## src/rtl/wisc_pkg.sv

```systemverilog
// Shared WISC definitions: opcodes, condition codes,
// flag bit positions and the fetch-stage FSM encoding.
package wisc_pkg;

   localparam logic [3:0] OP_B   = 4'b1100;
   localparam logic [3:0] OP_BR  = 4'b1101;
   localparam logic [3:0] OP_PCS = 4'b1110;
   localparam logic [3:0] OP_HLT = 4'b1111;

   localparam logic [2:0] CC_NE = 3'b000;
   localparam logic [2:0] CC_EQ = 3'b001;
   localparam logic [2:0] CC_GT = 3'b010;
   localparam logic [2:0] CC_LT = 3'b011;
   localparam logic [2:0] CC_GE = 3'b100;
   localparam logic [2:0] CC_LE = 3'b101;
   localparam logic [2:0] CC_OV = 3'b110;
   localparam logic [2:0] CC_UN = 3'b111;

   localparam int FLAG_Z = 2;
   localparam int FLAG_V = 1;
   localparam int FLAG_N = 0;

   typedef enum logic {
      ST_RUN,
      ST_HALTED
   } fetch_state_t;

endpackage

```

## src/rtl/branch_cond.sv

```systemverilog
// Branch condition evaluator: (ccc, {Z,V,N}) -> cond_true.
// Ports: ccc[2:0], flags[2:0] in; cond_true out. Purely combinational.
module branch_cond
   import wisc_pkg::*;
(
   input  logic [2:0] ccc,
   input  logic [2:0] flags,
   output logic       cond_true
);

   logic z;
   logic v;
   logic n;

   assign z = flags[FLAG_Z];
   assign v = flags[FLAG_V];
   assign n = flags[FLAG_N];

   always_comb begin
      cond_true = 1'b0;
      unique case (ccc)
         CC_NE: cond_true = ~z;
         CC_EQ: cond_true = z;
         CC_GT: cond_true = ~z & ~n;
         CC_LT: cond_true = n;
         CC_GE: cond_true = z | (~z & ~n);
         CC_LE: cond_true = n | z;
         CC_OV: cond_true = v;
         CC_UN: cond_true = 1'b1;
         default: cond_true = 1'b0;
      endcase
   end

endmodule

```

## src/rtl/pc_fetch_unit.sv

```systemverilog
// WISC PC / flag stage: PC register, {Z,V,N} flags, RUN/HALTED FSM, next-PC mux.
// Ports: clk, rst(sync, high), stall, branch, branch_reg, halt_dec, ccc, imm9,
//   rs_data, alu_flags, flag_we in; pc, pc_plus2, flags, taken, halted out.
module pc_fetch_unit
   import wisc_pkg::*;
#(
   parameter int              PC_W     = 16,
   parameter logic [PC_W-1:0] RESET_PC = '0
)(
   input  logic            clk,
   input  logic            rst,
   input  logic            stall,
   input  logic            branch,
   input  logic            branch_reg,
   input  logic            halt_dec,
   input  logic [2:0]      ccc,
   input  logic [8:0]      imm9,
   input  logic [PC_W-1:0] rs_data,
   input  logic [2:0]      alu_flags,
   input  logic [2:0]      flag_we,
   output logic [PC_W-1:0] pc,
   output logic [PC_W-1:0] pc_plus2,
   output logic [2:0]      flags,
   output logic            taken,
   output logic            halted
);

   fetch_state_t    state_q;
   fetch_state_t    state_d;
   logic [PC_W-1:0] pc_q;
   logic [PC_W-1:0] pc_d;
   logic [2:0]      flags_q;
   logic [2:0]      flags_d;
   logic [PC_W-1:0] offset;
   logic            cond_true;
   logic            adv;

   branch_cond u_cond (
      .ccc       (ccc),
      .flags     (flags_q),
      .cond_true (cond_true)
   );

   // Word offset scaled to bytes; wraps modulo 2^PC_W.
   assign offset   = {{(PC_W-10){imm9[8]}}, imm9, 1'b0};
   assign pc_plus2 = pc_q + {{(PC_W-2){1'b0}}, 2'b10};

   // adv: the stage is allowed to change state this cycle.
   assign adv    = (state_q == ST_RUN) & ~stall;
   // Uses registered flags, so a same-cycle flag write is not seen.
   assign taken  = adv & branch & cond_true;
   assign halted = (state_q == ST_HALTED);
   assign pc     = pc_q;
   assign flags  = flags_q;

   always_comb begin
      state_d = state_q;
      pc_d    = pc_q;
      flags_d = flags_q;
      if (adv) begin
         if (halt_dec) begin
            state_d = ST_HALTED;
         end else begin
            flags_d = (flag_we & alu_flags) | (~flag_we & flags_q);
            unique case (1'b1)
               taken & branch_reg:  pc_d = rs_data;
               taken & ~branch_reg: pc_d = pc_plus2 + offset;
               default:             pc_d = pc_plus2;
            endcase
         end
      end
   end

   always_ff @(posedge clk) begin
      if (rst) begin
         state_q <= ST_RUN;
         pc_q    <= RESET_PC;
         flags_q <= 3'b000;
      end else begin
         state_q <= state_d;
         pc_q    <= pc_d;
         flags_q <= flags_d;
      end
   end

endmodule

```

## config.mk

```make
export PLATFORM = sky130hd
export DESIGN_NAME = pc_fetch_unit
export DESIGN_NICKNAME = d
export VERILOG_FILES = /design/src/rtl/wisc_pkg.sv /design/src/rtl/branch_cond.sv /design/src/rtl/pc_fetch_unit.sv
export SDC_FILE = /design/constraint.sdc
export NUM_CORES = 1
export LEC_CHECK = 0
export ABC_AREA = 1
export ABC_CLOCK_PERIOD_IN_PS = 3100
export CAP_MARGIN = 20
export CORE_MARGIN = 3
export CORE_UTILIZATION = 35
export DETAILED_ROUTE_END_ITERATION = 12
export PLACE_DENSITY_LB_ADDON = 0.12
export SYNTH_ARGS = -nofsm -noshare
export SYNTH_HDL_FRONTEND = slang
export SYNTH_HIERARCHICAL = 1
export SYNTH_SLANG_ARGS = --single-unit
```

## constraint.sdc

```tcl
create_clock -name clk -period 3.1 [get_ports clk]
set_input_delay 0.31 -clock clk [delete_from_list [all_inputs] [get_ports clk]]
set_output_delay 0.31 -clock clk [all_outputs]
set_load 0.05 [all_outputs]
```

---- After elaboration in Yosys (flattened, before gate mapping) ----
Index checks and enable logic that the tools add are counted.
word-level totals
  logic and storage cells ................. 35
  output and inout port bits .............. 37
  register bits ........................... 20
  input bits .............................. 40
cells by class
  bitwise gates (word level) .............. 18
  reduce and logical (&&, ||, !) cells .... 3
  mux-type cells .......................... 2
  add/sub/neg operators ................... 2
  equality and inequality tests ........... 7
operator list
  operator               number
  $pmux 16 s2            1
  $add 16x16->16         1
  $add 16x2->16 const B  1
  $eq 3x3->1 const B     4
  $pmux 1 s8             1
  $and 1x1->1            6
  $and 3x3->3            2
  $eq 3x2->1 const B     2
  $not 1->1              6
  $reduce_and 2->1       2
  $eq 3x1->1 const B     1
  $logic_not 3->1        1
  $not 3->3              1
  $or 3x3->3             1
  $or 1x1->1             2

---- Logic depth before layout (Yosys ltp) ----
Gate-level depths: netlist (run 1).
  word-level depth ........................ 7
  gate-level depth with buffers ........... 18
  mapped depth without buffers ............ 18

---- By module ----
The synthesis (run 1) kept the hierarchy.
by module, submodules not included
  module         instances  area an instance (um2)  cells each  seq. area each (um2)
  pc_fetch_unit  1          2143.3                  355         400.4
  branch_cond    1          76.3                    19          0.0

---- Worst setup path before layout (run 1) ----
No wires, ideal clock.
  kind .................................... flip-flop to flip-flop
  start point ............................. reg pc_q[1] (netlist: pc[1])
  end point ............................... reg pc_q[14] (netlist: pc[14])
  arrival time ............................ 3357 ps
  library setup time ...................... 70 ps
  stages on the path, launching flop included .. 16
  data required time ...................... 3030 ps
  period minus slack after synthesis ...... 3427 ps
  path buffers ............................ 0
  setup slack ............................. -327 ps
  cells stage by stage .................... dfxtp_1 > ha_1 > nand2_2 > nor2_1 > nand2_1 > xor2_1 > ha_1 > nand2_1 > nor2_1 > nor2_1 > nor2_1 > nor2_1 > nand2_1 > nand2_1 > nand3_1 > a21oi_1
on the way
  longest elaborated chain between the ends .. 3
ends and longest elaborated chain
  item                      line                 RTL
  start: declaration        pc_fetch_unit.sv:30  logic [PC_W-1:0] pc_q;
  start signal: assignment  pc_fetch_unit.sv:81  pc_q <= pc_d;
  $add 16x2->16             pc_fetch_unit.sv:46  assign pc_plus2 = pc_q + {{(PC_W-2){1'b0}}, 2'b10};
  net pc_plus2[9]           pc_fetch_unit.sv:22  output logic [PC_W-1:0] pc_plus2,
  $add 16x16->16            pc_fetch_unit.sv:67  taken & ~branch_reg: pc_d = pc_plus2 + offset;
  $pmux 16 s2               pc_fetch_unit.sv:65  unique case (1'b1)
The timed path passes the listed nets, and every way through them passes these cells.
A chain may end at the register's enable or synchronous reset.

---- Worst setup path in the final report (run 1) ----
  start point ............................. reg pc_q[1] (netlist: pc[1])
  end point ............................... reg pc_q[14] (netlist: pc[14])
on the way
  longest elaborated chain between the ends .. 3
ends and longest elaborated chain
  item               line
  $add 16x2->16 (*)  pc_fetch_unit.sv:46
  $add 16x16->16     pc_fetch_unit.sv:67
  $pmux 16 s2 (*)    pc_fetch_unit.sv:65
Mark *: on every way between the ends. The rest lies on a longest branch, timed or not.

==> impl_metrics.tcl, run 1 <==
set metrics [dict create \
    yosysUniqueCellTypes 33 \
    avgViaCountPerCell 5.017 \
    synth_ff_type "dfxtp_1" \
    fin_skew_ns 0.007979 \
    firstDrtPassIters 5 \
    syn-num-nets 430 \
    cpPeakStageDelay_ns 0.43 \
    final_cell_mix "nand2_1, clkdlybuf4s50_1, inv_1, nand3_1, a21oi_1" \
    busiest_layer "met2" \
    die_w_um 85.64 \
    drc 0 \
    tns_ns 0 \
    worstMarginPinSlew_ns 0.5325 \
    start_kind "flop" \
    finalInstanceArea_um2 3112 \
    post-route-period-util_pct 89.08 \
    crit_chain "ha_1 > nand2_2 > nor2_1 > nand2_1 > xor2_1 > inv_1 > ha_1 > a21oi_1 > nor2_1 > nor2_1 > nor2_1 > nor2_1 > nand2_1 > nand2_1 > nand3_1 > a21oi_1" \
    core_area_um2 6026 \
    cpLargestDelayFamily "simple AND/OR/NAND/NOR gates" \
    antenna_cells 0 \
    grtUsageMet1_pct 28.37 \
    final_layout_size_suffix_gt1_share_pct 7.399 \
    critPathCaptureType "flop" \
    yosysWarnings 6 \
    cts_buffer_depth 2 \
    dpl.hpwl_um 5717 \
    cts_buffers 3 \
    yosysTopAreaCell "dfxtp_1" \
    max_slew_margin_pct 64.39 \
    cts_resized 0 \
    syn_area_um2 2220 \
    fin_ws_ns 0.3385 \
    final_common_cell "nand2_1" \
    synth_edf_count 0 \
    post-place-ws_ns 0.4155 \
    fill_cells 638 \
    grt-ovfl-total 0 \
    crit_type "flop to flop" \
    crit_slowest_cell "dfxtp_1" \
    irDropWorstVdd_mv 0.1813 \
    track_usage_pct 19.92 \
    syn2layout_area_growth_pct 40.19 \
    async_flop_share_pct 0 \
    start_util_pct 36.84 \
    power.leakage_nw 1.389 \
    grt_util_met2_pct 30.58 \
    fin_crit_ns 2.761 \
    synth_cells 374 \
    rows 28 \
    synth_area_leaders "dfxtp_1, nand2_1, ha_1, inv_1, a21oi_1" \
    grt_pass1_wl_um 11720 \
    grt_start_max_net_pins 22 \
    htree_levels 1 \
    place_area_um2 3070 \
    cap_violations 0 \
    max_freq_mhz 362.1 \
    io_pins 77 \
    final_antenna_net_count 0 \
    cts_sinks 20 \
    synth_adder_area_share_pct 9.357 \
    post_cts_buffers 0 \
    synth_compound_gate_area_share_pct 19.00 \
    required_ns 3.31 \
    synth-xor-area-share_pct 3.157 \
    antenna_found_initial 0 \
    final_nets 504 \
    avgSynthCellArea_um2 5.935 \
    power_density_nw_per_um2 304.1 \
    hold_path.class "flop to flop" \
    muxShareOfSynthArea_pct 0 \
    seq_area_frac_synth_pct 18.04 \
    synth_top_area_share_pct 18.04 \
    die_y_um 85.64 \
    critPathBufInv 1 \
    root_buffer "clkbuf_8" \
    critical_path.most_common_cell "nor2_1" \
    worstSkewPairLatency_ns 0.27 \
    dieArea_um2 7333 \
    first_global_vias 2407 \
    synth-seq-cells 20 \
    cts_tree "done" \
    grt_setup_unrepaired "false" \
    ctsHoldBuffers 0 \
    finalPower_mw 0.9464 \
    wirelength_um 7220 \
    cp.arrival_ns 2.97 \
    wl_per_cell_um 13.86 \
    setup_viol 0 \
    gr-usage-met3_pct 4.227 \
    yosys.area_share.simple_pct 39.29 \
    slew_violations 0 \
    synth_top_family_by_area "simple AND/OR/NAND/NOR gates" \
    clk_pin_slew_worst_paths_ns 0.08 \
    crit_fanout 6 \
    port_buffers 76 \
    drt_iter0_markers 126 \
    place.gp.congestion 0.9158 \
    outcome "finished, final reports clean" \
    finalHoldViolCount 0 \
    num_vias 2614 \
]
-- Yosys cell counts (3+ instances only) --
| master | instances |
|---|---|
| nand2_2 | 5 |
| nand3_2 | 3 |
| buf_4 | 3 |
| nand3_1 | 33 |
| inv_2 | 5 |
| nor2_1 | 32 |
| o21ai_0 | 21 |
| nand4_1 | 5 |
| xor2_1 | 7 |
| dfxtp_1 | 20 |
| inv_1 | 48 |
| nor3_1 | 4 |
| a31oi_1 | 9 |
| nand2_1 | 94 |
| nor2_4 | 3 |
| ha_1 | 15 |
| o21ai_1 | 5 |
| or2_2 | 4 |
| buf_2 | 3 |
| a21oi_1 | 33 |
| nand3b_1 | 4 |
-- logic make-up (layout without fill, tap and decap cells) --
logic type | Yosys count | after routing
flip-flops | 20 | 20
buffers and inverters | 62 | 134
XOR/XNOR | 8 | 8
AND/OR/NAND/NOR | 191 | 191
AO/OA/AOI/OAI | 77 | 77
adder cells (fa/ha/maj) | 16 | 16
-- final timing paths --
kind | to | from | slack [ns] | cells past startpoint
hold / removal | flop | flop | 0.49 | 2
setup / recovery | pc[14] | pc[1] | 0.34 | 16
hold reg to reg | flop | flop | 0.49 | 2
setup reg to reg | pc[14] | pc[1] | 0.34 | 16
-- routing by layer --
metal	vias to the layer above	part of all wire [%]
li1	1373	-
met1	1148	49
met2	85	43
met3	8	6.8
met4	0	1.3
met5	-	0
-- where the power goes --
group	leakage [nW]	switching, mW	internal, mW
logic	1.20	0.291	0.178
registers	0.164	0.0221	0.272
clock network	0.0216	0.0966	0.0870
total	1.39	0.409	0.537
-- per-stage QoR --
stage	hold slack (ns)	std cells	util, %
6_report	0.4919	521	51.64
5_1_grt	0.5277	521	51.64
4_1_cts	0.4963	521	51.64
3_5_place_dp	0.4812	518	50.96
3_3_place_gp	0.4735	518	50.96
2_1_floorplan	0.3791	374	-
-- cell type report --
cell class	count	area, um2	area share (%)
timing repair buffer	77	768.2	24.69
tap	75	93.84	3.016
clock buffer	3	41.29	1.327
sequential	20	400.4	12.87
multi-input combinational	292	1605	51.59
inverter	54	202.7	6.514
-- worst register-to-register path, stage by stage (launching register included) --
cell and delay [ns]:
dfxtp_1 0.43, ha_1 0.23, nand2_2 0.09, nor2_1 0.11
nand2_1 0.11, xor2_1 0.16, inv_1 0.10, ha_1 0.36
a21oi_1 0.29, nor2_1 0.08, nor2_1 0.18, nor2_1 0.08
nor2_1 0.14, nand2_1 0.07, nand2_1 0.06, nand3_1 0.09
a21oi_1 0.15
(Power assumes the default switching activity.)
==> inputs of run 2 (changes only) <==
--- a/config.mk
+++ b/config.mk
@@ -10,6 +10,7 @@
 export CAP_MARGIN = 20
 export CORE_MARGIN = 3
 export CORE_UTILIZATION = 35
+export CTS_CLUSTER_SIZE = 24
 export DETAILED_ROUTE_END_ITERATION = 12
 export PLACE_DENSITY_LB_ADDON = 0.12
 export SYNTH_ARGS = -nofsm -noshare
==> results of run 2 <==
The final DEF is identical to that of run 1; final timing and power are the same.
==> inputs of run 3 (changes only) <==
--- a/config.mk
+++ b/config.mk
@@ -12,6 +12,7 @@
 export CORE_UTILIZATION = 35
 export CTS_CLUSTER_SIZE = 24
 export DETAILED_ROUTE_END_ITERATION = 12
+export MAX_ROUTING_LAYER = met4
 export PLACE_DENSITY_LB_ADDON = 0.12
 export SYNTH_ARGS = -nofsm -noshare
 export SYNTH_HDL_FRONTEND = slang
==> run 3 against run 2 <==
Against the previous run:
- sequential share of layout area unchanged
- worst hold slack got worse by 0.0036 ns
- global-route usage increased by 0.82 points
- power decreased by 0.64%
- sequential cell count unchanged
- clock skew decreased by 0.0039 ns
- count of clock-buffer cells in the layout unchanged
- non-clock buffer count unchanged
- first-iteration DRC count unchanged
- design area unchanged
- utilization unchanged
- critical path type is now flop to output pin
- critical endpoint is now pc_plus2[9]
==> impl_metrics.tcl, run 3 (synthesis results as in run 1) <==
set metrics [dict create \
    grt_setup_unrepaired "false" \
    start_kind "flop" \
    crit_type "flop to output pin" \
    final_antenna_net_count 0 \
    irDropWorstVdd_mv 0.1596 \
    cp.arrival_ns 2.46 \
    worstMarginPinSlew_ns 0.5500 \
    max_freq_mhz 361.5 \
    grt_pass1_wl_um 12000 \
    port_buffers 76 \
    post-route-period-util_pct 89.23 \
    dieArea_um2 7333 \
    cts_buffer_depth 2 \
    io_pins 77 \
    cts_tree "done" \
    cts_buffers 3 \
    finalInstanceArea_um2 3112 \
    ctsHoldBuffers 0 \
    root_buffer "clkbuf_8" \
    fin_crit_ns 2.766 \
    htree_levels 1 \
    drc 0 \
    antenna_found_initial 0 \
    power.leakage_nw 1.389 \
    die_w_um 85.64 \
    clk_pin_slew_worst_paths_ns 0.08 \
    fin_skew_ns 0.004099 \
    die_y_um 85.64 \
    tns_ns 0 \
    required_ns 2.79 \
    slew_violations 0 \
    wl_per_cell_um 14.11 \
    firstDrtPassIters 4 \
    setup_viol 0 \
    grt_start_max_net_pins 22 \
    final_cell_mix "nand2_1, clkdlybuf4s50_1, inv_1, nand3_1, a21oi_1" \
    finalHoldViolCount 0 \
    post_cts_buffers 0 \
    syn2layout_area_growth_pct 40.19 \
    finalPower_mw 0.9404 \
    fill_cells 629 \
    track_usage_pct 20.74 \
    cts_resized 0 \
    critPathCaptureType "output pin" \
    rr_startpoint "pc[1]" \
    rows 28 \
    final_layout_size_suffix_gt1_share_pct 7.399 \
    max_slew_margin_pct 63.29 \
    antenna_cells 0 \
    cap_violations 0 \
    dpl.hpwl_um 5831 \
    power_density_nw_per_um2 302.2 \
    wirelength_um 7351 \
    hold_path.class "flop to flop" \
    start_util_pct 36.84 \
    grt-ovfl-total 0 \
    place.gp.congestion 0.9115 \
    place_area_um2 3070 \
    drt_iter0_markers 126 \
    outcome "finished, final reports clean" \
    core_area_um2 6026 \
    final_common_cell "nand2_1" \
    num_vias 2630 \
    worstSkewPairLatency_ns 0.26 \
    startpoint "pc[1]" \
    final_nets 504 \
    first_global_vias 2489 \
    avgViaCountPerCell 5.048 \
    crit_fanout 5 \
    cts_sinks 20 \
]
==> run 3: cell counts in the layout (fill, tap and decap cells not counted) <==
No cell type changed its count.
==> run 3: worst max-delay path, cell delays in order (launching register included) <==
cell and delay [ns]:
dfxtp_1 0.41, ha_1 0.22, nand2_2 0.08, nor2_1 0.28
nand2_1 0.18, xor2_4 0.18, clkdlybuf4s50_1 0.84
==> run 3: layout make-up <==
cell class                 count  area, um2  area share (%)
timing repair buffer          77      768.2           24.69
multi-input combinational    292       1605           51.59
sequential                    20      400.4           12.87
tap                           75      93.84           3.016
inverter                      54      202.7           6.514
clock buffer                   3      41.29           1.327
==> run 3: path summary, 6_finish.rpt <==
path,end,slack (ns),depth (start not counted)
worst min-delay path,flop,0.49,2
worst min register to register,flop,0.49,2
worst max-delay path,pc_plus2[9],0.33,6
worst max register to register,pc[14],0.38,16
==> run 3: layer usage <==
metal	vias up	global-route usage [%]	share of wire (%)
met3	4	3.266	7.3
li1	1376	-	-
met1	1150	28.65	48
met2	100	32.20	45
met4	0	4.029	0.42
met5	-	-	0
==> run 3: stage by stage <==
| step | utilization [%] | setup slack (ns) | hold WS (ns) | cells |
|---|---|---|---|---|
| 5_1_grt | 51.64 | 0.1233 | 0.5077 | 521 |
| 3_5_place_dp | 50.96 | 0.4284 | 0.4743 | 518 |
| 3_3_place_gp | 50.96 | 0.4237 | 0.4737 | 518 |
| 2_1_floorplan | - | 0.02930 | 0.3791 | 374 |
| 4_1_cts | 51.64 | 0.3209 | 0.4881 | 521 |
| 6_report | 51.64 | 0.3339 | 0.4883 | 521 |
==> run 3: report_power, final <==
group	total [mW]	switching, mW	internal (mW)	leakage [nW]
Combinational	0.470	0.292	0.178	1.20
Clock	0.176	0.0893	0.0867	0.0216
Sequential	0.294	0.0217	0.272	0.164
Total	0.940	0.403	0.537	1.39
